--- config.mk ---
export PLATFORM = sky130hd
export DESIGN_NAME = apb_slave_mem
export DESIGN_NICKNAME = d
export VERILOG_FILES = /design/src/rtl/apb_pkg.sv /design/src/rtl/apb_mem_array.sv /design/src/rtl/apb_slave_mem.sv
export SDC_FILE = /design/constraint.sdc
export NUM_CORES = 1
export LEC_CHECK = 0
export ABC_AREA = 1
export BUFFER_PORTS_ARGS = -buffer_cell sky130_fd_sc_hd__buf_2
export CAP_MARGIN = 20
export CORE_ASPECT_RATIO = 1.25
export CORE_MARGIN = 4
export CORE_UTILIZATION = 35
export DETAILED_ROUTE_END_ITERATION = 10
export PLACE_DENSITY_LB_ADDON = 0.1
export RECOVER_POWER = 50
export SYNTH_ARGS = -nofsm -noshare
export SYNTH_HDL_FRONTEND = slang
export SYNTH_SLANG_ARGS = --single-unit
--- constraint.sdc ---
create_clock -name PCLK -period 2.1 [get_ports PCLK]
set_input_delay 0.315 -clock PCLK [delete_from_list [all_inputs] [get_ports PCLK]]
set_output_delay 0.315 -clock PCLK [all_outputs]
set_load 0.005 [all_outputs]
--- src/rtl/apb_pkg.sv ---
// Shared APB slave definitions: default bus widths and the slave FSM state type.
package apb_pkg;

  localparam int APB_ADDR_WIDTH = 8;
  localparam int APB_DATA_WIDTH = 8;

  typedef enum logic {
    IDLE   = 1'b0,
    ACCESS = 1'b1
  } apb_slv_state_e;

endpackage

--- src/rtl/apb_mem_array.sv ---
// Word storage for the APB slave: synchronous write, combinational read,
// synchronous clear of every word.
module apb_mem_array #(
  parameter int DATA_WIDTH = 8,
  parameter int DEPTH      = 64,
  parameter int IDX_WIDTH  = 6
) (
  input  logic                  clk,
  input  logic                  clr,
  input  logic                  we,
  input  logic [IDX_WIDTH-1:0]  waddr,
  input  logic [DATA_WIDTH-1:0] wdata,
  input  logic [IDX_WIDTH-1:0]  raddr,
  output logic [DATA_WIDTH-1:0] rdata
);

  logic [DATA_WIDTH-1:0] mem [DEPTH];

  // Clear wins over a write issued in the same cycle.
  always_ff @(posedge clk) begin
    if (clr) begin
      for (int i = 0; i < DEPTH; i++) begin
        mem[i] <= '0;
      end
    end else if (we) begin
      mem[waddr] <= wdata;
    end
  end

  assign rdata = mem[raddr];

endmodule

--- src/rtl/apb_slave_mem.sv ---
// APB slave backed by a small memory, with a fixed number of wait states and
// an error response for addresses beyond the memory depth.
module apb_slave_mem
  import apb_pkg::*;
#(
  parameter int ADDR_WIDTH  = APB_ADDR_WIDTH,
  parameter int DATA_WIDTH  = APB_DATA_WIDTH,
  parameter int MEM_DEPTH   = 64,
  parameter int WAIT_STATES = 0
) (
  input  logic                  PCLK,
  input  logic                  PRESET,
  input  logic                  PSEL,
  input  logic                  PENABLE,
  input  logic                  PWRITE,
  input  logic [ADDR_WIDTH-1:0] PADDR,
  input  logic [DATA_WIDTH-1:0] PWDATA,
  output logic                  PREADY,
  output logic [DATA_WIDTH-1:0] PRDATA,
  output logic                  PSLVERR
);

  localparam int         IDX_WIDTH = (MEM_DEPTH > 1) ? $clog2(MEM_DEPTH) : 1;
  localparam int         CMP_WIDTH = ADDR_WIDTH + 32;
  localparam logic [2:0] WS_LOAD   = 3'(WAIT_STATES);
  localparam logic       NO_WAIT   = (WAIT_STATES == 0);

  // Compare on a widened value so an address never aliases onto a valid word.
  function automatic logic is_addr_err(input logic [ADDR_WIDTH-1:0] a);
    return (CMP_WIDTH'(a) >= CMP_WIDTH'(MEM_DEPTH));
  endfunction

  apb_slv_state_e        state;
  logic [2:0]            cnt;
  logic [IDX_WIDTH-1:0]  addr_lat;
  logic                  write_lat;
  logic [DATA_WIDTH-1:0] wdata_lat;
  logic                  err_lat;
  logic                  setup_err;
  logic                  mem_we;
  logic [DATA_WIDTH-1:0] mem_rdata;

  assign setup_err = is_addr_err(PADDR);
  assign mem_we    = (state == ACCESS) && PREADY && PSEL && write_lat && !err_lat && !PRESET;

  apb_mem_array #(
    .DATA_WIDTH (DATA_WIDTH),
    .DEPTH      (MEM_DEPTH),
    .IDX_WIDTH  (IDX_WIDTH)
  ) u_mem (
    .clk   (PCLK),
    .clr   (PRESET),
    .we    (mem_we),
    .waddr (addr_lat),
    .wdata (wdata_lat),
    .raddr (PADDR[IDX_WIDTH-1:0]),
    .rdata (mem_rdata)
  );

  // Transfer FSM; the read word is captured at setup so PRDATA is registered.
  always_ff @(posedge PCLK) begin
    if (PRESET) begin
      state     <= IDLE;
      cnt       <= 3'd0;
      PREADY    <= 1'b0;
      PRDATA    <= '0;
      PSLVERR   <= 1'b0;
      addr_lat  <= '0;
      write_lat <= 1'b0;
      wdata_lat <= '0;
      err_lat   <= 1'b0;
    end else begin
      case (state)
        IDLE: begin
          if (PSEL && !PENABLE) begin
            state     <= ACCESS;
            addr_lat  <= PADDR[IDX_WIDTH-1:0];
            write_lat <= PWRITE;
            wdata_lat <= PWDATA;
            err_lat   <= setup_err;
            cnt       <= WS_LOAD;
            PREADY    <= NO_WAIT;
            PSLVERR   <= NO_WAIT && setup_err;
            PRDATA    <= (!PWRITE && !setup_err) ? mem_rdata : '0;
          end
        end
        ACCESS: begin
          // Completion and abort both finish the transfer; the write itself is mem_we.
          if (!PSEL || PREADY) begin
            state   <= IDLE;
            cnt     <= 3'd0;
            PREADY  <= 1'b0;
            PSLVERR <= 1'b0;
            PRDATA  <= '0;
          end else if (PENABLE) begin
            cnt <= cnt - 3'd1;
            if (cnt == 3'd1) begin
              PREADY  <= 1'b1;
              PSLVERR <= err_lat;
            end
          end
        end
        default: begin
          state <= IDLE;
        end
      endcase
    end
  end

endmodule

# Yosys cells after proc, flatten, opt, wreduce, memory -nomap -nowiden
# Memories as Yosys holds them, arrays and structs flattened.
# Index checks and enable logic that the tools add are counted.
[word_totals] regBits=30 ramBits=512 in_bits=21 output_inout_bits=10 wordCells=66 n_memories=1
[mem_list] name="u_mem.mem" words=64 word_bits=8 rd=1 rd_ports_with_merged_regs=0 wr=64 line="apb_mem_array.sv:17" rtl="logic [DATA_WIDTH-1:0] mem [DEPTH];"
[op_classes] n_addsub=1 n_lt_le_gt_ge=1 eq_ne=5 muxes=29 bitwise=1 n_reduce_logical=19
[ops] cell="8-bit two-way mux" n=4
[ops] cell="1-bit two-way mux" n=16
[ops] cell="8-bit one-hot mux with 2 select lines" n=1
[ops] cell="3-bit two-way mux" n=3
[ops] cell="8-bit by 7-bit greater-or-equal comparator with 1-bit output, second input constant" n=1
[ops] cell="8-bit OR reduction" n=1
[ops] cell="1-bit logical AND" n=7
[ops] cell="1-bit logical NOT" n=6
[ops] cell="6-bit two-way mux" n=1
[ops] cell="1-bit one-hot mux with 2 select lines" n=3
[ops] cell="3-bit one-hot mux with 2 select lines" n=1
[ops] cell="2-bit AND reduction" n=3
[ops] cell="3-bit by 1-bit equality test with 1-bit output, second input constant" n=1
[ops] cell="3-bit by 1-bit != test with 1-bit output, second input constant" n=1
[ops] cell="3-bit by 2-bit != test with 1-bit output, second input constant" n=1
[ops] cell="3-bit AND reduction" n=1
[ops] cell="3-bit by 1-bit subtractor with 3-bit output, second input constant" n=1
[ops] cell="2-bit by 1-bit != test with 1-bit output, second input constant" n=1
[ops] cell="2-bit != test, second input constant" n=1
[ops] cell="1-bit logical OR" n=1
[ops] cell="1-bit NOT" n=1

# Logic depth before layout (Yosys ltp)
[depth] depth_word=10 ltp_mapped=14 depth_no_buf=11

# Cells and area by module
# Synthesis repeated with hierarchy kept, for this count alone.
[unflattened] cells_unflattened=2609 hier_area_um2=24877.6
[by_module_without_submodules] mod="apb_mem_array" instances=1 cells_each=2448 area_each_um2=23582.6 seq_area_each_um2=15374.7
[by_module_without_submodules] mod="apb_slave_mem" instances=1 cells_each=161 area_each_um2=1295.0 seq_area_each_um2=600.6

# Worst setup path before layout
# Ideal clock, no wire load.
[synth_path] path_type="input to register" startpoint="input PRESET" endpoint="memory u_mem.mem[19][0], enable pin" setup_ns=0.329 arrival_time_ns=1.737 required_ns=1.771 slack_ns=0.034 cell_stages=8 path_buffers=1 path_cell_list="buf_6 > nor4_1 > nand3_1 > inv_1 > nand2_1 > nor2_2 > nand2_2 > nand2_1"
[synth_lines] element="start: declaration" line="apb_slave_mem.sv:12" rtl="input logic PRESET,"
[synth_lines] element="end: declaration" line="apb_mem_array.sv:17"

==> metrics <==
Critical Path Fanout Max 8; Worst-path clk slew 0.06 ns; HP Start PADDR[7]; share of layout cells above drive strength 1 16.04%; Rel. slew slack 56.63%; CP Capture Type register; via count 18.58k; critical path launch point type register; RSZ-0062 raised after global routing yes; vias in the first global route 18.56k; Core Area 0.06946 mm²; Area Growth Syn to Fin 22.96%; Critical Path Start err_lat; R2R Path Start err_lat; Post-Syn Nets 2615; hold slack final 0.04964 ns; Crit-path slowest cell dfxtp_1; PortBufs 30; synthesized area per cell 9.481 µm²; Post-CTS Setup Bufs 0; post-route minimum period 2.038 ns; Total Wirelength 76710 µm; Die W 245 µm; CP Cell Sequence nor4_2 -> nand3_2 -> inv_4 -> nand2_4 -> nor3_4 -> buf_12 -> nand2_2 -> nand2_2 -> buf_12; HPWL after DPL 51350 µm; arrival time worst endpoint 2.35 ns; fin crit share 97.04%; Cell Rows 108; antenna violations before repair 1; Clock Latency Late Sink 0.61 ns; grt ovf 0; Routed WL per cell 20.61 µm; flop-to-flop setup slack 0.06 ns; worst slew pin tran 0.6505 ns; Final Skew 0.01194 ns; max cap viols 0; antenna fix cells 0; DP Worst Slack -0.3113 ns; Total GRT Usage 20.44%; DRT antenna net count 0; Worst Setup Path Type register to register; Mapped Area 0.02457 mm²; CP required 2.42 ns; TritonRoute pass-1 iters 6; CTS tree yes; total CTS buffers 57; nets 2765; Final Hold Fails 0; clk sinks 542; CP peak stage delay 0.32 ns; Top-Level Pins 31; Hold WC Path Type input port to register; Synth cell types 25; H-tree depth 2; Max Fclk 0.4907 GHz; Seq/Total Area, Yosys 65.01%; total die area 0.07454 mm²; CTS Buffer Depth 3; pin count of the biggest net entering global routing 93; Starting DRT DRC Count 1713; Synth Instances 2592; r2r worst-path depth 9; total power 0.02495 W; Leak 11.49 nW; detailed-route DRC error count 0; Max IR drop VDD 562.3 µV; Root Buffer clkbuf_16; Placer Congestion 0.8779; Final Max Slew Viols 0; Worst Path Buf+Inv 3; FF-to-FF End u_mem.mem[1][6]; Worst setup endpoint u_mem.mem[1][6]; DR vias/cell 4.991; Synth Register Bits 542; pwr dens 825.7 mW/mm²; final worst slack 0.06226 ns; die height 304.3 µm; Synth Warn # 0; outcome complete, no violations; Setup Viol. Count Final 0; Initial Utilization 35.38%; Top delay family on crit path simple AND/OR/NAND/NOR gates; first-pass GRT wire length 115500 µm; number of cells on the critical path 9
[report_power, final]
group	leakage (nW)	switching (W)	internal, W	total [W]
clock network	0.916	0.00417	0.00608	0.0102
logic	5.04	0.00163	0.000795	0.00242
registers	5.53	0.000134	0.0121	0.0123
total	11.5	0.00593	0.0190	0.0249
[state kept, by name (all words and copies together) (netlist names)]
signal / count
u_mem.mem: 512
addr_lat: 6
write_lat: 1
PREADY: 1
PRDATA: 8
err_lat: 1
PSLVERR: 1
wdata_lat: 8
cnt: 3
state: 1
[metrics by stage]
stage | util (%) | setup TNS (ns) | cells | instance area (µm²)
5_1_grt | 43.50 | -1.735 | 3722 | 30220
3_3_place_gp | 40.59 | -90.36 | 3610 | 28190
3_5_place_dp | 40.59 | -128.38 | 3610 | 28190
4_1_cts | 43.47 | -0.04691 | 3722 | 30190
2_1_floorplan | - | 0 | 2592 | 24570
6_report | 43.50 | 0 | 3722 | 30220
[cell usage after synthesis]
master     count  area, µm²
a31oi_1        1      6.260
ha_1           2      25.02
edfxtp_1     512      15370
nor3_4         2      32.53
inv_1         27      101.4
clkbuf_1     138      518.0
nor3_1         1      5.000
inv_2          2      7.510
nand2_1      768       2883
a21oi_1       20      100.1
buf_1         23      86.33
buf_6          1      11.26
nor2_2         6      37.54
clkinv_1       3      11.26
o2bb2ai_1      1      8.760
nand3_1      427       2137
a211oi_1       2      15.01
nor3_2         8      80.08
nor3b_1        1      7.510
nor4_1         1      6.260
dfxtp_1       30      600.6
nand2_2       64      400.4
buf_2         18      90.09
nor2_1       515       1933
o21ai_0       19      95.09
[worst min-delay path: stages]
cell and delay, ns:
buf_2 0.09, o21ai_0 0.06, a31oi_1 0.15
[final cells by class]
cell class	count	area, µm²
multi-input cells	1838	7844
flip-flops and latches	542	15980
fillers	6830	39240
well taps	935	1170
clock inverters	32	385.4
clock buffers	72	1483
repair buffers	271	3227
inverters	32	132.6
[worst min-delay path by stage]
stage          cells past startpoint      endpoint
2_1_floorplan                      1        cnt[0]
3_3_place_gp                       2     PRDATA[6]
3_5_place_dp                       2     PRDATA[5]
4_1_cts                            3        cnt[1]
5_1_grt                            3  wdata_lat[5]
6_report                           3       PSLVERR
[routing by layer]
metal	part of all wire, %	up-vias	routed length [µm]	global-route usage (%)
met4	3.2	0	2471	6.039
met2	51	461	38790	36.11
met5	0	-	0	0
met1	42	9028	31880	26.54
met3	4.6	126	3561	2.194
li1	-	8960	-	-
[timing repair]
action	in CTS	in global routing
hold endpoints to repair	8	0
pin swaps	3	3
setup endpoints to repair	638	344
gates resized for setup	16	11
hold buffers	8	0
[cells by family after synthesis]
| kind of cell | Yosys count | synth area share [%] |
|---|---|---|
| compound gates | 43 | 0.9165 |
| fa+ha+maj | 2 | 0.1018 |
| buf+inv | 212 | 3.361 |
| flops | 542 | 65.01 |
| simple gates | 1793 | 30.61 |
[placed cells by master (no fill, tap or decap), types with 5 or more instances in the layout]
cell / instances
buf_6: 5
clkbuf_1: 21
buf_12: 99
clkinv_1: 11
inv_1: 16
clkbuf_16: 57
clkinv_2: 14
o21ai_0: 19
buf_2: 24
bufinv_16: 9
buf_4: 128
nor3_2: 8
nand2_1: 754
edfxtp_1: 512
nand2_2: 75
dfxtp_1: 30
a21oi_1: 20
inv_2: 8
dlygate4sd3_1: 8
nand3_1: 426
nor2_1: 515
Note: power is estimated with default switching activity, not from simulation.
